[config.mk]
export PLATFORM = sky130hd
export DESIGN_NAME = pes_coin_acceptor
export DESIGN_NICKNAME = d
export VERILOG_FILES = /design/src/rtl/pes_coin_acceptor.sv
export SDC_FILE = /design/constraint.sdc
export NUM_CORES = 1
export LEC_CHECK = 0
export BUFFER_PORTS_ARGS = -buffer_cell sky130_fd_sc_hd__buf_2
export CORE_ASPECT_RATIO = 0.7
export CORE_MARGIN = 2
export CORE_UTILIZATION = 60
export DETAILED_ROUTE_END_ITERATION = 10
export GPL_ROUTABILITY_DRIVEN = 0
export PLACE_DENSITY = 0.79
export SLEW_MARGIN = 10
export SYNTH_ARGS = -nofsm -noshare
export SYNTH_HDL_FRONTEND = slang
export SYNTH_SLANG_ARGS = --single-unit
[constraint.sdc]
create_clock -name clk -period 3.6 [get_ports clk]
set_input_delay 0.54 -clock clk [delete_from_list [all_inputs] [get_ports clk]]
set_output_delay 0.54 -clock clk [all_outputs]
set_load 0.01 [all_outputs]
[src/rtl/pes_coin_acceptor.sv]
// Coin acceptor front end: synchronizes and debounces two coin sensors, screens jams and
// refusals, queues accepted coins in a 2-entry FIFO and issues them to the ticket FSM.
module pes_coin_acceptor #(
    parameter int DB_CYCLES = 4
) (
    input  logic       clk,
    input  logic       rst,
    input  logic       nickel_raw,
    input  logic       dime_raw,
    input  logic       accept_en,
    output logic [1:0] coin,
    output logic       reject,
    output logic [1:0] fifo_cnt,
    output logic [1:0] fsm_state
);

    typedef enum logic [1:0] {
        IDLE  = 2'd0,
        DRIVE = 2'd1,
        GAP   = 2'd2
    } state_t;

    localparam logic [3:0] DB_LAST = 4'(DB_CYCLES - 1);

    // Sensor index 0 is the nickel, index 1 is the dime.
    logic [1:0] sync1;
    logic [1:0] sync2;
    logic [1:0] lvl;
    logic [1:0] lvl_prev;
    logic [3:0] db_cnt [2];

    logic [1:0] rise;
    logic       jam;
    logic       ev_valid;
    logic [1:0] ev_code;
    logic       full;
    logic       refuse;

    // FIFO handshake: push is a valid that is only raised while ready (not full);
    // pop is taken by the FSM only while the FIFO is non-empty. Both may fire together.
    logic       push;
    logic       pop;
    logic [1:0] mem [2];
    logic       wr_ptr;
    logic       rd_ptr;
    logic [1:0] cnt;

    state_t     state;
    state_t     state_nxt;
    logic [1:0] coin_nxt;

    always_ff @(posedge clk) begin
        if (rst) begin
            sync1    <= '0;
            sync2    <= '0;
            lvl      <= '0;
            lvl_prev <= '0;
            for (int i = 0; i < 2; i++) begin
                db_cnt[i] <= '0;
            end
        end else begin
            sync1    <= {dime_raw, nickel_raw};
            sync2    <= sync1;
            lvl_prev <= lvl;
            for (int i = 0; i < 2; i++) begin
                if (sync2[i] != lvl[i]) begin
                    // The sample that would make the count reach DB_CYCLES flips the level.
                    if (db_cnt[i] == DB_LAST) begin
                        lvl[i]    <= ~lvl[i];
                        db_cnt[i] <= '0;
                    end else begin
                        db_cnt[i] <= db_cnt[i] + 4'd1;
                    end
                end else begin
                    db_cnt[i] <= '0;
                end
            end
        end
    end

    always_comb begin
        rise     = lvl & ~lvl_prev;
        // A rise is a jam if the other sensor is high, whether it rose now or earlier.
        jam      = (rise[0] & lvl[1]) | (rise[1] & lvl[0]);
        ev_valid = (|rise) & ~jam;
        ev_code  = rise[0] ? 2'b01 : 2'b10;
        full     = (cnt == 2'd2);
        push     = ev_valid & accept_en & ~full;
        refuse   = jam | (ev_valid & (~accept_en | full));
    end

    always_ff @(posedge clk) begin
        if (rst) begin
            mem[0] <= '0;
            mem[1] <= '0;
            wr_ptr <= 1'b0;
            rd_ptr <= 1'b0;
            cnt    <= '0;
        end else begin
            if (push) begin
                mem[wr_ptr] <= ev_code;
                wr_ptr      <= ~wr_ptr;
            end
            if (pop) begin
                rd_ptr <= ~rd_ptr;
            end
            case ({push, pop})
                2'b10:   cnt <= cnt + 2'd1;
                2'b01:   cnt <= cnt - 2'd1;
                default: cnt <= cnt;
            endcase
        end
    end

    always_ff @(posedge clk) begin
        if (rst) begin
            state  <= IDLE;
            coin   <= 2'b00;
            reject <= 1'b0;
        end else begin
            state  <= state_nxt;
            coin   <= coin_nxt;
            reject <= refuse;
        end
    end

    always_comb begin
        state_nxt = state;
        case (state)
            IDLE:    if (cnt != 2'd0) state_nxt = DRIVE;
            DRIVE:   state_nxt = GAP;
            GAP:     state_nxt = IDLE;
            default: state_nxt = IDLE;
        endcase
    end

    always_comb begin
        pop      = (state == IDLE) && (cnt != 2'd0);
        coin_nxt = pop ? mem[rd_ptr] : 2'b00;
    end

    assign fifo_cnt  = cnt;
    assign fsm_state = state;

    a_coin_legal : assert property (@(posedge clk) disable iff (rst) coin != 2'b11);
    a_cnt_bound  : assert property (@(posedge clk) disable iff (rst) cnt <= 2'd2);

endmodule

# Word-level counts from Yosys, hierarchy flattened
# Memory sizes are Yosys's and may differ from the RTL's. A register that Yosys moved wholly into a read port is not among the register bits.
# Index checks and enable logic that the tools add are counted.
# Widths: inputs -> output; s select.
word_totals:
  ff_bits: 15
  latch_bits: 0
  ram_bits: 12
  romBits: 0
  inputBits: 5
  out_inout_bits: 7
  wordCells: 99
  mem_count: 2
mem_list:
  columns: ["memory", "words", "width", "read_ports", "rd_ports_with_merged_regs", "wr", "line_no", "rtl"]
  rows:
  - ["db_cnt", 2, 4, 2, 0, 2, "30", "logic [3:0] db_cnt [2];"]
  - ["mem", 2, 2, 1, 1, 2, "43", "logic [1:0] mem [2];"]
op_classes:
  add_sub_neg: 4
  n_mul: 0
  div: 0
  magnitude_cmp: 0
  eq_ne: 9
  shift: 0
  n_mux: 40
  n_bitwise: 25
  reduce_logical: 9
ops:
  columns: ["cell", "count"]
  rows:
  - ["$mux 1", 29]
  - ["$mux 4", 6]
  - ["$or 1x1->1", 9]
  - ["$add 4x1->4 const B", 2]
  - ["$eq 4x2->1 const B", 2]
  - ["$not 1->1", 8]
  - ["$pmux 2 s2", 2]
  - ["$and 1x1->1", 6]
  - ["$mux 2", 3]
  - ["$reduce_or 2->1", 3]
  - ["$eq 2x1->1 const B", 2]
  - ["$eq 2x2->1 const B", 2]
  - ["$reduce_and 2->1", 2]
  - ["$reduce_bool 2->1", 2]
  - ["$add 2x1->2 const B", 1]
  - ["$and 2x2->2", 1]
  - ["$logic_not 2->1", 1]
  - ["$ne 1x1->1", 2]
  - ["$ne 2x2->1 const B", 1]
  - ["$not 2->2", 1]
  - ["$sub 2x1->2 const B", 1]
  - ["$logic_and 1x1->1", 1]

# Depth between registers and ports, before layout
# Gate-level depths: netlist of the first run.
logic_depth:
  word_depth: 13
  ltp_mapped: 7
  mapped_depth_nobuf: 6

# Worst setup path before layout of the first run
# Ideal clock, no wire load.
synth_timing:
  kind: "register to register"
  startpoint: "reg lvl[0]"
  endpoint: "reg cnt[1] (netlist: fifo_cnt[1])"
  setup_time_ns: 0.070
  arrival_time_ns: 1.657
  required_ns: 3.530
  setup_slack_ns: 1.872
  path_stages_with_launch: 7
  n_path_buf: 1
  period_less_slack_ns: 1.728
  cell_sequence: "dfxtp_1 -> buf_6 -> nor3b_1 -> o211ai_2 -> ha_1 -> or3_1 -> a21oi_1"
synth_between:
  elab_chain_cells: 9
  elab_cells_between_ends: 13
  cone_classes: "2 x eq/ne; 1 x mux; 8 x bitwise; 2 x reduce/logical"
synth_lines:
  columns: ["element", "line_no", "rtl"]
  rows:
  - ["from (decl)", "28", "logic [1:0] lvl;"]
  - ["from (signal, indexed assignment)", "69", "lvl[i] <= ~lvl[i];"]
  - ["$and 2x2->2", "82", "rise = lvl & ~lvl_prev;"]
  - ["$and 1x1->1", "84", "jam = (rise[0] & lvl[1]) | (rise[1] & lvl[0]);"]
  - ["$or 1x1->1", "84", null]
  - ["$not 1->1", "85", "ev_valid = (|rise) & ~jam;"]
  - ["$and 1x1->1 (*)", "85", null]
  - ["$and 1x1->1 (*) (2 in series)", "88", "push = ev_valid & accept_en & ~full;"]
  - ["$eq 2x1->1 or $eq 2x2->1 (tied branches)", "107", "case ({push, pop})"]
  - ["$pmux 2 s2 or $reduce_bool 2->1 (tied branches)", null, null]
  - ["to (signal assigned)", "108", "2'b10: cnt <= cnt + 2'd1;"]
  - ["to (signal assigned)", "109", "2'b01: cnt <= cnt - 2'd1;"]
  - ["to (signal assigned)", "110", "default: cnt <= cnt;"]
  - ["to (decl)", "46", "logic [1:0] cnt;"]
# Mark *: on every way between the ends. The rest lies on a longest branch, timed or not.
# A chain may end at the register's enable or synchronous reset.

# Final worst setup path of the first run
# Ends and elaborated chain as after synthesis.

==> flow_summary.yaml, run 1 <==
sta:
  final.setup.tns_ps: 0
  setup_viol_count_final: 0
  fin_crit_ps: 1890
  timing.final.crit_share: 0.526
  fin_skew_ps: 3.15
  fmax_mhz: 528
  drv_slew: 0
  hold_viol: 0
  fin_hold_ws_ps: 440
  rsz0062_at_grt: "no"
synth:
  synth_top_area_frac: 0.298
  synth_top_cell_by_area: "edfxtp_1"
  netlist_area_mm2: 0.00121
  ys_seq_area_frac: 0.579
  ys.warnings.count: 0
  synth-seq-cells: 29
  ys_top_cells_by_area: "edfxtp_1 30%, dfxtp_1 28%, nor2_1 4.3%"
  postSynthCellCount: 107
  syn_area_per_cell_um2: 11.3
  ys_types: 27
worst_setup_path:
  reg2reg_from: "lvl[0]"
  reg2reg_depth: 5
  cp-start-kind: "flop"
  worstReg2RegEnd: "fifo_cnt[1]"
  required_ps: 3840
  reg2reg_slack_ps: 1710
  worstSetupEndpoint: "fifo_cnt[1]"
  worstSetupPathType: "flop to flop"
  crit_path_end_kind: "flop"
  crit_arrival_ps: 2130
  critPathLaunch: "lvl[0]"
  path_max_fanout: 8
global_routing:
  grt_pass1_wl_um: 2940
  overflow: 0
  grt_pass1_vias: 708
  grt_max_degree: 21
  antenna_found_initial: 0
  track_usage: 0.168
floorplan:
  die_h_um: 41.6
  io-pin-count: 12
  core_mm2: 0.00189
  die_w_um: 57.7
  dieArea_mm2: 0.00240
  row_count: 13
  initial_core_util: 0.642
pwr:
  leakagePower_nw: 0.541
  vdd_ir_drop_max_mv: 0.331
  p_per_area_mw_per_mm2: 487
  total_power_uw: 663
drt:
  wirelength_um: 1710
  antenna_left: 0
  vias: 760
  viasPerCell: 5.00
  wire_per_inst_um: 11.2
  dr.first_iter.drc_count: 34
  drt_pass1_iterations: 2
  drc_errors: 0
place:
  port_buffers: 11
  hpwl_um: 1280
  place_area_mm2: 0.00130
cells_and_area:
  fillers: 141
  syn_to_final_growth_pct: 12.3
  antenna_cells: 0
  final_nets: 137
  final_core_util: 0.721
  multi_input_area_um2: 503
  fin_area_mm2: 0.00136
  drive_above_1_share: 0.162
  register_area_um2: 701
  final_common_cell: "dfxtp_1"
  final_cell_mix: "17 x dfxtp_1, 14 x nor2_1, 12 x edfxtp_1"
min_path:
  hold_path.class: "primary input to flop"
cts:
  insertion_delay_ps: 300
  clkSinkCount: 29
  tritoncts: "yes"
  cts_buffers: 5
  cts_resized: 0
  cts_buffer_depth: 2
  cts_setup_buffers: 0
  cts-root-buf: "clkbuf_4"
  htree_num_levels: 2
  clkSlewWorstSetupHoldPaths_ps: 80
  ctsHoldBuffers: 0
flow_run:
  max-cap-violations: 0
run_status:
  status: "finished, final reports clean"
worst max-delay path, cell delays in order, from the launching register on:
cell      delay, ps
dfxtp_1         460
nor3b_1         250
o211ai_2        220
ha_1            380
or3_1           370
a21oi_1         150
area by class of cell:
type | instances | area share
clock buffer | 8 | 0.0432
timing repair buffer | 11 | 0.0405
multi-input combinational | 78 | 0.370
tap | 22 | 0.0202
sequential | 29 | 0.515
inverter | 4 | 0.0110
power breakdown:
| part | internal [mW] | switching, mW | leakage [nW] |
|---|---|---|---|
| clock network | 0.0963 | 0.0972 | 0.0326 |
| registers | 0.367 | 0.0210 | 0.262 |
| logic | 0.0412 | 0.0404 | 0.247 |
| total | 0.504 | 0.159 | 0.541 |
worst min-delay path by stage:
stage | start | endpoint | slack (ps) | depth (start not counted)
floorplan | sync1[0] | sync2[0] | 410 | 1
global placement | sync1[0] | sync2[0] | 420 | 1
detailed placement | sync1[1] | sync2[1] | 430 | 1
CTS | nickel_raw | sync1[0] | 430 | 2
global route | dime_raw | sync1[1] | 420 | 2
finish | nickel_raw | sync1[0] | 440 | 2
Yosys cell counts (all sizes together):
library cell / n
nand2: 1
or3: 5
xnor2: 5
a22o: 1
nor3b: 5
nor2: 14
o21bai: 3
mux2i: 5
nand3: 3
ha: 3
buf: 1
inv: 4
or2: 1
conb: 1
or2b: 1
edfxtp: 12
clkbuf: 2
dfxtp: 17
nand2b: 3
a21oi: 3
nor3: 4
o21ai: 2
xor2: 3
nor2b: 7
o211ai: 1
sequential cells by signal, indices dropped and copies added (netlist names):
name and count:
rd_ptr 1, db_cnt 8, fifo_cnt 2, lvl_prev 2, lvl 2, coin 2
sync1 2, reject 1, fsm_state 2, wr_ptr 1, sync2 2, mem 4
cells by family (layout without fill, tap and decap cells):
| logic type | Yosys count | after routing | share of synthesized area |
|---|---|---|---|
| AO/OA/AOI/OAI | 10 | 10 | 0.0568 |
| buffers and inverters | 7 | 23 | 0.0279 |
| multiplexers | 5 | 5 | 0.0413 |
| XOR/XNOR | 8 | 8 | 0.0579 |
| adder cells (fa/ha/maj) | 3 | 3 | 0.0310 |
| AND/OR/NAND/NOR | 44 | 44 | 0.204 |
| flip-flops | 29 | 29 | 0.579 |
| other | 1 | 8 | 0.00310 |
metal layers:
layer / vias up / part of all wire / GRT usage
met5: - / 0 / 0
met4: 0 / 0.0076 / 0.0698
met3: 2 / 0.047 / 0.0748
met2: 14 / 0.48 / 0.261
met1: 341 / 0.47 / 0.203
li1: 403 / - / -
metrics by stage:
step / std cells / setup WS (ps)
finish: 152 / 1710
CTS: 152 / 1700
global placement: 144 / 1780
detailed placement: 144 / 1710
global route: 152 / 1570
floorplan: 114 / 1870
Note: power is estimated with default switching activity, not from simulation.
==> run 2: changes to the inputs <==
- ABC_AREA: unset -> 1
- CORE_UTILIZATION: 60 -> 56
- PLACE_DENSITY: 0.79 -> 0.74
- clock period: 3.6 -> 1.85 ns (I/O delays scaled with it)
==> run 2 against run 1 <==
First-iteration DRC count grew 24%. Power grew 110%. Die area grew 6.6%. Critical path type unchanged. Synthesized cell count grew 23%. Largest power group unchanged. Count of clock-buffer cells in the layout is the same. Sequential power grew 97%. Via count grew 11%. Worst setup slack lost 1500 ps.
==> flow_summary.yaml, run 2 <==
synth:
  synth-edff-count: 12
  syn_area_per_cell_um2: 9.18
  ys_types: 22
  synthArstFlopShare: 0
  ys_seq_area_frac: 0.578
  netlist_area_mm2: 0.00121
  synth_top_cell_by_area: "edfxtp_1"
  ys_top_cells_by_area: "edfxtp_1 30%, dfxtp_1 28%, nor2_1 7.1%"
  synth_ff_type: "dfxtp_1"
  postSynthCellCount: 132
  synth_top_area_frac: 0.297
  ys.warnings.count: 0
  synthTopCellsByCount: "23 x nor2_1, 19 x nand2_1, 17 x dfxtp_1"
  synth-seq-cells: 29
  yosysMostFrequentCell: "nor2_1"
floorplan:
  die_h_um: 42.9
  io-pin-count: 12
  initial_core_util: 0.577
  row_count: 14
  die_w_um: 59.6
  core_mm2: 0.00210
  dieArea_mm2: 0.00256
worst_setup_path:
  cp-start-kind: "flop"
  reg2reg_from: "fifo_cnt[0]"
  crit_path_end_kind: "flop"
  crit_slowest_cell: "dfxtp_1"
  required_ps: 2110
  worstReg2RegEnd: "fifo_cnt[1]"
  crit_arrival_ps: 1880
  critPathBufInv: 2
  reg2reg_slack_ps: 230
  cpPeakStageDelay_ps: 370
  critPathTopFamily: "compound AO/OA/AOI/OAI gates"
  cp_cell_sequence: "o21ai_1, inv_1, ha_1, inv_1, nand2_1, nor2_1, o21ai_1, a21oi_1"
  path_max_fanout: 7
  worstSetupPathType: "flop to flop"
  reg2reg_depth: 8
sta:
  setup_viol_count_final: 0
  final.setup.tns_ps: 0
  drv_slew: 0
  fmax_mhz: 617
  rsz0062_at_grt: "no"
  timing.final.crit_share: 0.876
  fin_crit_ps: 1620
  hold_viol: 0
  fin_skew_ps: 9.75
cts:
  cts_buffers: 5
  cts-root-buf: "clkbuf_4"
  htree_num_levels: 2
  cts_buffer_depth: 2
  clkSinkCount: 29
  cts_setup_buffers: 0
  ctsHoldBuffers: 0
  clkSlewWorstSetupHoldPaths_ps: 90
  cts_resized: 0
  tritoncts: "yes"
  insertion_delay_ps: 330
global_routing:
  grt_pass1_wl_um: 3160
  grt_max_degree: 14
  grt.met1_usage: 0.218
  grt_pass1_vias: 767
  use_met2: 0.253
  track_usage: 0.180
  overflow: 0
  antenna_found_initial: 0
  top_usage_layer: "met2"
  use_met3: 0.0732
pwr:
  leakagePower_nw: 0.632
  p_per_area_mw_per_mm2: 1020
  vdd_ir_drop_max_mv: 0.572
  total_power_mw: 1.40
drt:
  dr.first_iter.drc_count: 42
  drc_errors: 0
  vias: 843
  wirelength_um: 1840
  viasPerCell: 4.68
  wire_per_inst_um: 10.2
  drt_pass1_iterations: 4
  antenna_left: 0
place:
  hpwl_um: 1350
  port_buffers: 11
  place_area_mm2: 0.00131
min_path:
  min_to: "sync1[0]"
  worstHoldStart: "nickel_raw"
  hold_depth: 3
  hold_path.class: "primary input to flop"
cells_and_area:
  final_nets: 163
  final_cell_mix: "23 x nor2_1, 19 x nand2_1, 17 x dfxtp_1"
  multi_input_area_um2: 452
  fin_area_mm2: 0.00137
  final_core_util: 0.652
  register_area_um2: 701
  top_regs: "db_cnt x8, mem x4"
  syn_to_final_growth_pct: 13.1
  largest_register_ffs: 8
  antenna_cells: 0
  fillers: 177
  final_common_cell: "nor2_1"
  drive_above_1_share: 0.192
  regMostFlops: "db_cnt"
flow_run:
  max-cap-violations: 0
run_status:
  status: "finished, final reports clean"
-- run 2: kinds of logic after synthesis --
group	after synthesis	share of synthesized area
AOI/OAI and AO/OA	15	0.0660
buffers and inverters	22	0.0712
and+or+nand+nor	58	0.222
DFF	29	0.578
other	1	0.00309
xor gates and xnor gates	4	0.0289
adders and majority gates	3	0.0310
-- run 2: through the flow --
step / worst slack, ps / hold WS (ps) / instances
finish: 229 / 149 / 180
floorplan: 361 / 384 / 139
global route: 19.5 / 139 / 180
detailed placement: 259 / 400 / 172
global placement: 347 / 399 / 172
CTS: 252 / 140 / 180
-- run 2: final cells by class --
cell class,instances,area share
timing repair buffer,11,0.0401
tap,24,0.0219
multi-input combinational,88,0.329
clock buffer,8,0.0429
inverter,20,0.0547
sequential,29,0.511
-- run 2: worst reg2reg max path: cells and delay by family, from the launching register on --
kind | cells | cell delay [ps]
flip-flops | 1 | 370
buffers and inverters | 2 | 200
adder cells (fa/ha/maj) | 1 | 290
AND/OR/NAND/NOR | 2 | 180
AO/OA/AOI/OAI | 3 | 520
-- run 2: layer usage --
metal | routed length [µm] | share of wire
met4 | 53 | 0.029
met1 | 940 | 0.51
met2 | 752 | 0.41
met3 | 89 | 0.049
met5 | 0 | 0
-- run 2: power by group --
part	internal [mW]	total, mW	leakage, nW	switching (mW)
clock	0.187	0.398	0.0326	0.211
combinational	0.0889	0.236	0.337	0.147
sequential	0.720	0.763	0.262	0.0430
-- run 2: worst max path at each step --
stage | start | cells past startpoint | endpoint | slack (ps)
floorplan | fifo_cnt[0] | 11 | fifo_cnt[1] | 360
global placement | fifo_cnt[0] | 11 | fifo_cnt[1] | 350
detailed placement | fifo_cnt[0] | 11 | fifo_cnt[1] | 260
CTS | fifo_cnt[0] | 11 | fifo_cnt[1] | 250
global route | fifo_cnt[0] | 8 | fifo_cnt[1] | 20
finish | fifo_cnt[0] | 8 | fifo_cnt[1] | 230
==> run 3: changes to the inputs <==
- PLACE_DENSITY: 0.74 -> 0.76
- SLEW_MARGIN: 10 -> 20
- clock period: 1.85 -> 1.75 ns (I/O delays scaled with it)
==> run 3 against run 2 <==
Sequential share of layout area up 0.19 points. Flip-flop and latch count unchanged. Critical endpoint unchanged. Largest cell class unchanged. Register-to-register slack worse by 40 ps. Highest routed layer unchanged. Count of clock-buffer cells in the layout down 2. Core utilization down 0.12 points. Worst setup slack worse by 36 ps. Sequential power up 6.6%. Fmax up 4.1%. First-iteration DRC count up 19%. Global-route usage up 0.40 points.
==> flow_summary.yaml, run 3 (synthesized netlist as in run 2, its figures left out) <==
drt:
  drt-met1-wl_um: 952
  maxUsedRoutingLayer: "met4"
  wl_met2_um: 829
  wirelength_um: 1910
  drt_pass1_iterations: 4
  wire_per_inst_um: 10.6
  dr.first_iter.drc_count: 50
  antenna_left: 0
  wl_met3_um: 100
  drc_errors: 0
  viasPerCell: 4.73
  vias: 852
pwr:
  vdd_ir_drop_max_mv: 0.588
  leakagePower_nw: 0.633
  total_power_mw: 1.44
  p_per_area_mw_per_mm2: 1050
cts:
  clkSinkCount: 29
  cts_setup_buffers: 0
  htree_num_levels: 2
  tritoncts: "yes"
  cts_buffer_depth: 2
  clkSlewWorstSetupHoldPaths_ps: 90
  cts-root-buf: "clkbuf_4"
  insertion_delay_ps: 310
  cts_buffers: 5
worst_setup_path:
  crit_path_end_kind: "flop"
  crit_arrival_ps: 1810
  required_ps: 2000
  cpPeakStageDelay_ps: 420
  reg2reg_depth: 9
  crit_slowest_cell: "dfxtp_1"
  path_max_fanout: 4
  cp_cell_sequence: "nand2_2, nand2_2, nand3_1, ha_1, inv_1, nand2_1, nor2_1, o21ai_1, a21oi_1"
  path_common_cell: "nand2_2"
  cp-start-kind: "flop"
  worstSetupPathType: "flop to flop"
floorplan:
  row_count: 14
  core_mm2: 0.00210
  die_w_um: 59.6
  initial_core_util: 0.577
  die_h_um: 42.9
  dieArea_mm2: 0.00256
  io-pin-count: 12
cells_and_area:
  fillers: 186
  final_nets: 163
  register_area_um2: 702
  fin_area_mm2: 0.00137
  largest_register_ffs: 8
  final_core_util: 0.651
  regMostFlops: "db_cnt"
  top_regs: "db_cnt x8, mem x4"
  syn_to_final_growth_pct: 12.9
  multi_input_area_um2: 455
  final_cell_mix: "23 x nor2_1, 19 x nand2_1, 16 x inv_1, 16 x dfxtp_1, 12 x edfxtp_1"
  layoutNonFillerInstCount: 180
  antenna_cells: 0
  drive_above_1_share: 0.212
  final_common_cell: "nor2_1"
global_routing:
  grt_pass1_wl_um: 3350
  grt_max_degree: 14
  grt_pass1_vias: 786
  overflow: 0
  track_usage: 0.184
  antenna_found_initial: 0
place:
  dp.cells: 172
  port_buffers: 11
  hpwl_um: 1410
  dp_slack_ps: 173
  place_area_mm2: 0.00131
sta:
  setup_slack_ps: 193
  final.setup.tns_ps: 0
  rsz0062_at_grt: "no"
  setup_viol_count_final: 0
  hold_viol: 0
  timing.final.crit_share: 0.890
  drv_slew: 0
  fmax_mhz: 642
  fin_crit_ps: 1560
  fin_skew_ps: 7.21
  fin_hold_ws_ps: 139
flow_run:
  max-cap-violations: 0
run_status:
  status: "finished, final reports clean"
min_path:
  hold_path.class: "primary input to flop"
  hold_depth: 3
## run 3: layout make-up
cell class	count	share of cell area
clock buffers	6	0.0302
clock inverters	2	0.00731
repair buffers	11	0.0402
flip-flops and latches	29	0.513
inverters	20	0.0548
multi-input cells	88	0.333
well taps	24	0.0219
## run 3: where the power goes
part	internal [mW]	switching, mW	leakage (nW)	total [mW]
registers	0.762	0.0504	0.263	0.813
clock network	0.153	0.215	0.0320	0.368
logic	0.0978	0.158	0.338	0.256
total	1.01	0.423	0.633	1.44
## run 3: path summary, 6_finish.rpt
kind,from,end,slack (ps)
worst max-delay path,lvl[0],fifo_cnt[1],190
worst min-delay path,dime_raw,sync1[1],140
worst max register to register,lvl[0],fifo_cnt[1],190
worst min register to register,sync1[1],sync2[1],420
## run 3: what timing repair did
| item | 4_1_cts | 5_1_grt |
|---|---|---|
| hold buffers | 0 | 0 |
| setup endpoints to repair | 0 | 1 |
| resized for setup | 0 | 2 |
## run 3: metal layers
metal,up-vias,global-route usage
met4,0,0.0800
met1,376,0.249
met2,15,0.259
li1,457,-
met5,-,0
met3,4,0.0732
## run 3: critical path: cells and delay by family, from the launching register on
| kind | cells | cell delay [ps] |
|---|---|---|
| and+or+nand+nor | 5 | 520 |
| adders and majority gates | 1 | 300 |
| buffers and inverters | 1 | 90 |
| DFF | 1 | 420 |
| AOI/OAI and AO/OA | 2 | 180 |
